==> src/rtl/refr_exec_3stage_if.sv <==
// Scheduler <-> refresh executor bundle: access/grant/high-priority inputs and
// the registered refresh command plus status flags back.
interface refr_exec_3stage_if #(
  parameter int unsigned NUMRBNK = 4,
  parameter int unsigned BITRBNK = 2,
  parameter int unsigned BITROWS = 3
);
  logic               pacc1;
  logic               pacc2;
  logic               pacc3;
  logic [BITRBNK-1:0] pa1badr;
  logic [BITRBNK-1:0] pa2badr;
  logic [BITRBNK-1:0] pa3badr;
  logic               prefr;
  logic [BITRBNK-1:0] prfbadr;
  logic               phigh;
  logic [BITRBNK-1:0] phibadr;
  logic               norefr;
  logic               rfr_vld;
  logic [BITRBNK-1:0] rfr_badr;
  logic [BITROWS-1:0] rfr_radr;
  logic               rfr_miss;
  logic [NUMRBNK-1:0] rfr_mmask;
  logic               rfr_merr;
  logic               rfr_cerr;
  logic               rfr_serr;

  modport master (
    output pacc1, pacc2, pacc3, pa1badr, pa2badr, pa3badr,
    output prefr, prfbadr, phigh, phibadr,
    input  norefr, rfr_vld, rfr_badr, rfr_radr, rfr_miss, rfr_mmask,
    input  rfr_merr, rfr_cerr, rfr_serr
  );

  modport slave (
    input  pacc1, pacc2, pacc3, pa1badr, pa2badr, pa3badr,
    input  prefr, prfbadr, phigh, phibadr,
    output norefr, rfr_vld, rfr_badr, rfr_radr, rfr_miss, rfr_mmask,
    output rfr_merr, rfr_cerr, rfr_serr
  );
endinterface

==> src/rtl/refr_exec_3stage.sv <==
// Bank-side refresh executor: applies scheduler grants to per-bank row pointers,
// tracks the per-period refresh quota and reports misses, collisions, stuck banks.
module refr_exec_3stage #(
  parameter int unsigned NUMRBNK = 4,
  parameter int unsigned BITRBNK = 2,
  parameter int unsigned NUMROWS = 8,
  parameter int unsigned BITROWS = 3,
  parameter int unsigned REFRPRD = 64,
  parameter int unsigned BITRFPD = 6,
  parameter int unsigned STKMAX  = 16,
  parameter int unsigned BITSTK  = 5
) (
  input  logic               clk,
  input  logic               rst_n,
  refr_exec_3stage_if.slave  bus
);

  logic [BITRFPD-1:0] prd_q,    prd_d;
  logic [NUMRBNK-1:0] pend_q,   pend_d;
  logic [BITROWS-1:0] row_q [NUMRBNK];
  logic [BITROWS-1:0] row_d [NUMRBNK];
  logic               norefr_q, norefr_d;
  logic               vld_q,    vld_d;
  logic [BITRBNK-1:0] badr_q,   badr_d;
  logic [BITROWS-1:0] radr_q,   radr_d;
  logic               miss_q,   miss_d;
  logic [NUMRBNK-1:0] mmask_q,  mmask_d;
  logic               merr_q,   merr_d;
  logic               cerr_q,   cerr_d;
  logic               serr_q,   serr_d;
  logic [BITSTK-1:0]  stk_q,    stk_d;
  logic               hiprv_q,  hiprv_d;
  logic [BITRBNK-1:0] hibadr_q, hibadr_d;

  logic [NUMRBNK-1:0] sel_c;
  logic [NUMRBNK-1:0] gmask_c;
  logic [NUMRBNK-1:0] pend_post_c;
  logic               gnt_c;
  logic               wrap_c;
  logic               coll_c;
  logic               same_c;

  // Next-state: grant decode, quota bookkeeping, error monitors
  always_comb begin
    sel_c       = '0;
    radr_d      = radr_q;
    badr_d      = badr_q;
    row_d       = row_q;
    for (int unsigned b = 0; b < NUMRBNK; b++) begin
      sel_c[b] = (bus.prfbadr == BITRBNK'(b));
    end
    gnt_c       = bus.prefr && (|sel_c);
    gmask_c     = gnt_c ? sel_c : '0;
    pend_post_c = pend_q & ~gmask_c;
    wrap_c      = (prd_q == BITRFPD'(REFRPRD - 1));

    for (int unsigned b = 0; b < NUMRBNK; b++) begin
      if (gmask_c[b]) begin
        radr_d   = row_q[b];
        row_d[b] = (row_q[b] == BITROWS'(NUMROWS - 1)) ? '0 : row_q[b] + BITROWS'(1);
      end
    end
    if (gnt_c) begin
      badr_d = bus.prfbadr;
    end
    vld_d = gnt_c;

    prd_d    = wrap_c ? '0 : prd_q + BITRFPD'(1);
    pend_d   = wrap_c ? '1 : pend_post_c;
    miss_d   = wrap_c && (|pend_post_c);
    mmask_d  = miss_d ? pend_post_c : '0;
    norefr_d = (pend_d == '0);
    merr_d   = merr_q | miss_d;

    coll_c = bus.prefr && ((bus.pacc1 && (bus.pa1badr == bus.prfbadr)) ||
                           (bus.pacc2 && (bus.pa2badr == bus.prfbadr)) ||
                           (bus.pacc3 && (bus.pa3badr == bus.prfbadr)));
    cerr_d = cerr_q | coll_c | (bus.prefr && !(|sel_c));

    // Run length counts cycles spent on one bank, so the first cycle counts as 1
    same_c   = bus.phigh && hiprv_q && (bus.phibadr == hibadr_q);
    if (!bus.phigh) begin
      stk_d = '0;
    end else if (!same_c) begin
      stk_d = BITSTK'(1);
    end else if (stk_q == BITSTK'(STKMAX)) begin
      stk_d = stk_q;
    end else begin
      stk_d = stk_q + BITSTK'(1);
    end
    serr_d   = serr_q | (stk_d == BITSTK'(STKMAX));
    hiprv_d  = bus.phigh;
    hibadr_d = bus.phibadr;
  end

  always_ff @(posedge clk or negedge rst_n) begin
    if (!rst_n) begin
      prd_q    <= '0;
      pend_q   <= '1;
      for (int unsigned b = 0; b < NUMRBNK; b++) begin
        row_q[b] <= '0;
      end
      norefr_q <= 1'b0;
      vld_q    <= 1'b0;
      badr_q   <= '0;
      radr_q   <= '0;
      miss_q   <= 1'b0;
      mmask_q  <= '0;
      merr_q   <= 1'b0;
      cerr_q   <= 1'b0;
      serr_q   <= 1'b0;
      stk_q    <= '0;
      hiprv_q  <= 1'b0;
      hibadr_q <= '0;
    end else begin
      prd_q    <= prd_d;
      pend_q   <= pend_d;
      row_q    <= row_d;
      norefr_q <= norefr_d;
      vld_q    <= vld_d;
      badr_q   <= badr_d;
      radr_q   <= radr_d;
      miss_q   <= miss_d;
      mmask_q  <= mmask_d;
      merr_q   <= merr_d;
      cerr_q   <= cerr_d;
      serr_q   <= serr_d;
      stk_q    <= stk_d;
      hiprv_q  <= hiprv_d;
      hibadr_q <= hibadr_d;
    end
  end

  assign bus.norefr    = norefr_q;
  assign bus.rfr_vld   = vld_q;
  assign bus.rfr_badr  = badr_q;
  assign bus.rfr_radr  = radr_q;
  assign bus.rfr_miss  = miss_q;
  assign bus.rfr_mmask = mmask_q;
  assign bus.rfr_merr  = merr_q;
  assign bus.rfr_cerr  = cerr_q;
  assign bus.rfr_serr  = serr_q;

endmodule
==> src/flat_wrapper.sv <==
// flat-port wrapper written by rule: the top's interface ports become plain ports
module refr_exec_3stage_flat 
#(
  parameter int unsigned NUMRBNK = 4,
  parameter int unsigned BITRBNK = 2,
  parameter int unsigned NUMROWS = 8,
  parameter int unsigned BITROWS = 3,
  parameter int unsigned REFRPRD = 64,
  parameter int unsigned BITRFPD = 6,
  parameter int unsigned STKMAX  = 16,
  parameter int unsigned BITSTK  = 5
)
  (clk, rst_n, bus_pacc1, bus_pacc2, bus_pacc3, bus_pa1badr, bus_pa2badr, bus_pa3badr, bus_prefr, bus_prfbadr, bus_phigh, bus_phibadr, bus_norefr, bus_rfr_vld, bus_rfr_badr, bus_rfr_radr, bus_rfr_miss, bus_rfr_mmask, bus_rfr_merr, bus_rfr_cerr, bus_rfr_serr);
  refr_exec_3stage_if #(.NUMRBNK(NUMRBNK), .BITRBNK(BITRBNK), .BITROWS(BITROWS)) bus_i ();
  input  logic clk;
  input  logic rst_n;
  input wire logic [$bits(bus_i.pacc1)-1:0] bus_pacc1;
  input wire logic [$bits(bus_i.pacc2)-1:0] bus_pacc2;
  input wire logic [$bits(bus_i.pacc3)-1:0] bus_pacc3;
  input wire logic [$bits(bus_i.pa1badr)-1:0] bus_pa1badr;
  input wire logic [$bits(bus_i.pa2badr)-1:0] bus_pa2badr;
  input wire logic [$bits(bus_i.pa3badr)-1:0] bus_pa3badr;
  input wire logic [$bits(bus_i.prefr)-1:0] bus_prefr;
  input wire logic [$bits(bus_i.prfbadr)-1:0] bus_prfbadr;
  input wire logic [$bits(bus_i.phigh)-1:0] bus_phigh;
  input wire logic [$bits(bus_i.phibadr)-1:0] bus_phibadr;
  output wire logic [$bits(bus_i.norefr)-1:0] bus_norefr;
  output wire logic [$bits(bus_i.rfr_vld)-1:0] bus_rfr_vld;
  output wire logic [$bits(bus_i.rfr_badr)-1:0] bus_rfr_badr;
  output wire logic [$bits(bus_i.rfr_radr)-1:0] bus_rfr_radr;
  output wire logic [$bits(bus_i.rfr_miss)-1:0] bus_rfr_miss;
  output wire logic [$bits(bus_i.rfr_mmask)-1:0] bus_rfr_mmask;
  output wire logic [$bits(bus_i.rfr_merr)-1:0] bus_rfr_merr;
  output wire logic [$bits(bus_i.rfr_cerr)-1:0] bus_rfr_cerr;
  output wire logic [$bits(bus_i.rfr_serr)-1:0] bus_rfr_serr;
  assign bus_i.pacc1 = bus_pacc1;
  assign bus_i.pacc2 = bus_pacc2;
  assign bus_i.pacc3 = bus_pacc3;
  assign bus_i.pa1badr = bus_pa1badr;
  assign bus_i.pa2badr = bus_pa2badr;
  assign bus_i.pa3badr = bus_pa3badr;
  assign bus_i.prefr = bus_prefr;
  assign bus_i.prfbadr = bus_prfbadr;
  assign bus_i.phigh = bus_phigh;
  assign bus_i.phibadr = bus_phibadr;
  assign bus_norefr = bus_i.norefr;
  assign bus_rfr_vld = bus_i.rfr_vld;
  assign bus_rfr_badr = bus_i.rfr_badr;
  assign bus_rfr_radr = bus_i.rfr_radr;
  assign bus_rfr_miss = bus_i.rfr_miss;
  assign bus_rfr_mmask = bus_i.rfr_mmask;
  assign bus_rfr_merr = bus_i.rfr_merr;
  assign bus_rfr_cerr = bus_i.rfr_cerr;
  assign bus_rfr_serr = bus_i.rfr_serr;
  refr_exec_3stage #(.NUMRBNK(NUMRBNK), .BITRBNK(BITRBNK), .NUMROWS(NUMROWS), .BITROWS(BITROWS), .REFRPRD(REFRPRD), .BITRFPD(BITRFPD), .STKMAX(STKMAX), .BITSTK(BITSTK)) u_core (.clk(clk), .rst_n(rst_n), .bus(bus_i));
endmodule
==> config.mk <==
export PLATFORM = sky130hd
export DESIGN_NAME = refr_exec_3stage_flat
export DESIGN_NICKNAME = d
export VERILOG_FILES = /design/src/rtl/refr_exec_3stage_if.sv /design/src/rtl/refr_exec_3stage.sv /design/src/flat_wrapper.sv
export SDC_FILE = /design/constraint.sdc
export NUM_CORES = 1
export LEC_CHECK = 0
export BUFFER_PORTS_ARGS = -buffer_cell sky130_fd_sc_hd__buf_2
export CELL_PAD_IN_SITES_DETAIL_PLACEMENT = 2
export CELL_PAD_IN_SITES_GLOBAL_PLACEMENT = 2
export CORE_MARGIN = 2
export CORE_UTILIZATION = 37
export CTS_BUF_LIST = sky130_fd_sc_hd__clkbuf_16
export DETAILED_ROUTE_END_ITERATION = 8
export GPL_ROUTABILITY_DRIVEN = 0
export PLACE_DENSITY = 0.79
export SYNTH_ARGS = -nofsm -noshare
export SYNTH_HDL_FRONTEND = slang
export SYNTH_SLANG_ARGS = --single-unit
export TNS_END_PERCENT = 10
==> constraint.sdc <==
create_clock -name clk -period 2.1 [get_ports clk]
set_input_delay 0.42 -clock clk [delete_from_list [all_inputs] [get_ports clk]]
set_output_delay 0.42 -clock clk [all_outputs]
set_load 0.01 [all_outputs]
==> impl_metrics.csv <==
group,metric,value,unit
setup_path,cpLargestDelayFamily,"compound AO/OA/AOI/OAI gates",
logic_synthesis,yosys.area.top_type_share,50.84,%
timing,slew_headroom,61.24,%
floorplan,coreArea,5172,sq um
power_and_ir_drop,p_sw_share,26.27,%
global_routing,grt_pass1_vias,1632,
timing,setup_viol,0,
power_and_ir_drop,internal_power,1.822,mW
timing,fin_skew,6.850,ps
global_routing,antenna_found_initial,0,
clock_tree,cts_tree,"done",
power_and_ir_drop,pwr_density_cell,1021,nW/um^2
placement,placed_area,2250,sq um
timing,fin_ws,427.0,ps
setup_path,crit_fanout,4,
clock_tree,post_cts_buffers,0,
setup_path,rrSetupSlack,430,ps
detailed_routing,drtPass1Iterations,3,
setup_path,cp_data_required_time,2290,ps
timing,hold_viol_final,0,
global_routing,grt_max_degree,46,
clock_tree,clk_pin_slew,70,ps
logic_synthesis,netlist_instances,160,
clock_tree,clock_path_buffers,2,
layout,most-common-layout-cells,"dfrtp_1 (41), buf_2 (31), mux2_2 (13)",
setup_path,startpoint_type,"flop",
hold_path,hold_class,"input pin to async pin",
timing,timing.final.crit_period,1673,ps
power_and_ir_drop,combPwrFrac,17.7,%
setup_path,cpPeakStageDelay,430,ps
detailed_routing,wirelength,4684,microns
detailed_routing,ant_nets,0,
logic_synthesis,ys_ff_latch,45,
clock_tree,h-tree-depth,2,
placement,pre_cts_slack,409.3,ps
timing,slew_viol_final,0,
logic_synthesis,yosysSeqAreaShare,56.04,%
power_and_ir_drop,p_leak,1.149,nW
layout,final_common_cell,"dfrtp_1",
logic_synthesis,synthTopCellsByArea,"dfrtp_1 (51%), mux2_2 (7.3%), ha_1 (6.8%)",
clock_tree,cts_hold_buffers,0,
timing,rsz0062_at_grt,"no",
logic_synthesis,syn-cell-area,2018,sq um
floorplan,rows,26,
layout,final_cell_area,2421,sq um
timing,fin_setup_tns,0,ps
timing,hold_ws,211.8,ps
layout,diodes,0,
floorplan,io_pins,32,
logic_synthesis,synth_cell_types,32,
timing,fmax,0.5977,GHz
logic_synthesis,yosysWarnings,0,
detailed_routing,drc_errors,0,
floorplan,die_h,77.86,microns
setup_path,crit_slowest_cell,"dfrtp_1",
layout,finalNetCount,223,
clock_tree,cts_buffers,5,
logic_synthesis,yosys_most_used_dff,"dfrtp_1",
detailed_routing,via_count,1380,
detailed_routing,vias_per_cell,5.188,
clock_tree,cts_resized,0,
global_routing,grt_pass1_wl,8183,microns
setup_path,critPathBufInv,1,
timing,period_share,79.67,%
logic_synthesis,synth_area_per_cell,12.61,sq um
setup_path,end_kind,"flop",
layout,drive_gt1_share,32.14,%
detailed_routing,drt_iter0_drc,39,
layout,areaGrowthSynthToFinish,19.96,%
global_routing,track_usage,17.65,%
logic_synthesis,synth_edf_count,0,
flow_run,cap_violations,0,
timing,tightest_slew,581.5,ps
logic_synthesis,syn-num-nets,188,
power_and_ir_drop,pwr-share-seq,45.9,%
placement,hpwl,3447,microns
power_and_ir_drop,p_sw,0.6493,mW
setup_path,cp.arrival,1860,ps
placement,io_buffers,31,
floorplan,start_util,39.02,%
floorplan,die_x,77.86,microns
outcome,outcome,"complete, no violations",
logic_synthesis,post-synth-top-area-cell,"dfrtp_1",
power_and_ir_drop,vdd_drop_max,517.5,uV
power_and_ir_drop,pwr-share-clk,36.5,%
setup_path,crit_type,"flop to flop",
logic_synthesis,async_flop_share,100.0,%
floorplan,die-area,6061,sq um
clock_tree,cts.sinks,45,
clock_tree,ctsRootBufferMaster,"clkbuf_16",
clock_tree,worstSkewPairLatency,290,ps
global_routing,grt_overflow_total,0,
detailed_routing,wl_per_cell,17.61,microns
setup_path,cp_cell_sequence,"inv_1, ha_1, and4bb_2, xnor2_1, o21a_1, o41ai_2",
-- registers in the layout (all words and copies together) (netlist names), 2 cells and up --
signal,cells
u_core.bus.rfr_mmask,4
u_core.stk_q,5
u_core.row_q,12
u_core.bus.rfr_badr,2
u_core.prd_q,6
u_core.hibadr_q,2
u_core.pend_q,4
u_core.bus.rfr_radr,3
-- final cells by class --
cell class                 instances  area [sq um]
tap                               70         87.58
inverter                           5         18.77
multi-input combinational        106         849.6
clock buffer                       5         125.1
sequential                        45          1131
clock inverter                     3         46.29
fill                             508          2751
timing repair buffer              32         162.7
-- Yosys cell counts (all sizes together), types with 4 or more instances --
cell and number:
a21o 4, dfrtp 41, dfstp 4, ha 11, inv 5, mux2 13
nand2 9, nand3 12, nor2 10, nor3 6, o21ai 4, xnor2 10
xor2 5
-- per-stage QoR --
stage                     util [%]  power (mW)  std cells
after floorplan                  -       1.406        160
final                        46.81       2.472        266
after detailed placement     43.49       1.597        258
after CTS                    46.81       2.504        266
after global placement       43.49       1.531        258
after global routing         46.81       2.618        266
-- power groups by stage --
stage,Combinational [mW],Clock [mW],Sequential (mW)
after CTS,0.452,0.918,1.13
after global routing,0.505,0.955,1.16
after detailed placement,0.448,0,1.15
after global placement,0.398,0,1.13
after floorplan,0.287,0,1.12
final,0.437,0.901,1.13
-- layer usage --
metal / vias to the layer above / global-route usage [%] / routed length (microns) / part of all wire (%)
met5: - / 0 / 0 / 0
met4: 0 / 5.357 / 62 / 1.3
met3: 6 / 4.535 / 215 / 4.6
met2: 29 / 31.98 / 2512 / 54
met1: 716 / 20.27 / 1894 / 40
li1: 629 / - / - / -
-- kinds of logic after synthesis --
| family | Yosys count | synth area share [%] |
|---|---|---|
| muxes | 17 | 11.10 |
| DFF | 45 | 56.04 |
| buffers and inverters | 9 | 1.860 |
| and+or+nand+nor | 51 | 13.33 |
| xor gates and xnor gates | 15 | 6.509 |
| adders and majority gates | 11 | 6.819 |
| AOI/OAI and AO/OA | 12 | 4.340 |
-- worst paths after layout --
| kind | startpoint | to | cells past startpoint |
|---|---|---|---|
| max | u_core.stk_q[0]$_DFF_PN0_ | u_core.bus.rfr_serr$_DFF_PN0_ | 6 |
| min | rst_n | u_core.row_q[0]$_DFFE_PN0P_ | 2 |
| max reg2reg | u_core.stk_q[0]$_DFF_PN0_ | u_core.bus.rfr_serr$_DFF_PN0_ | 6 |
| min reg2reg | u_core.bus.rfr_cerr$_DFF_PN0_ | u_core.bus.rfr_cerr$_DFF_PN0_ | 1 |
| max in group asynchronous | rst_n | u_core.prd_q[2]$_DFF_PN0_ | 2 |
| min in group clk | bus_phibadr[1] | u_core.hibadr_q[1]$_DFF_PN0_ | 1 |
No activity file was read; power rests on OpenSTA's default activity.
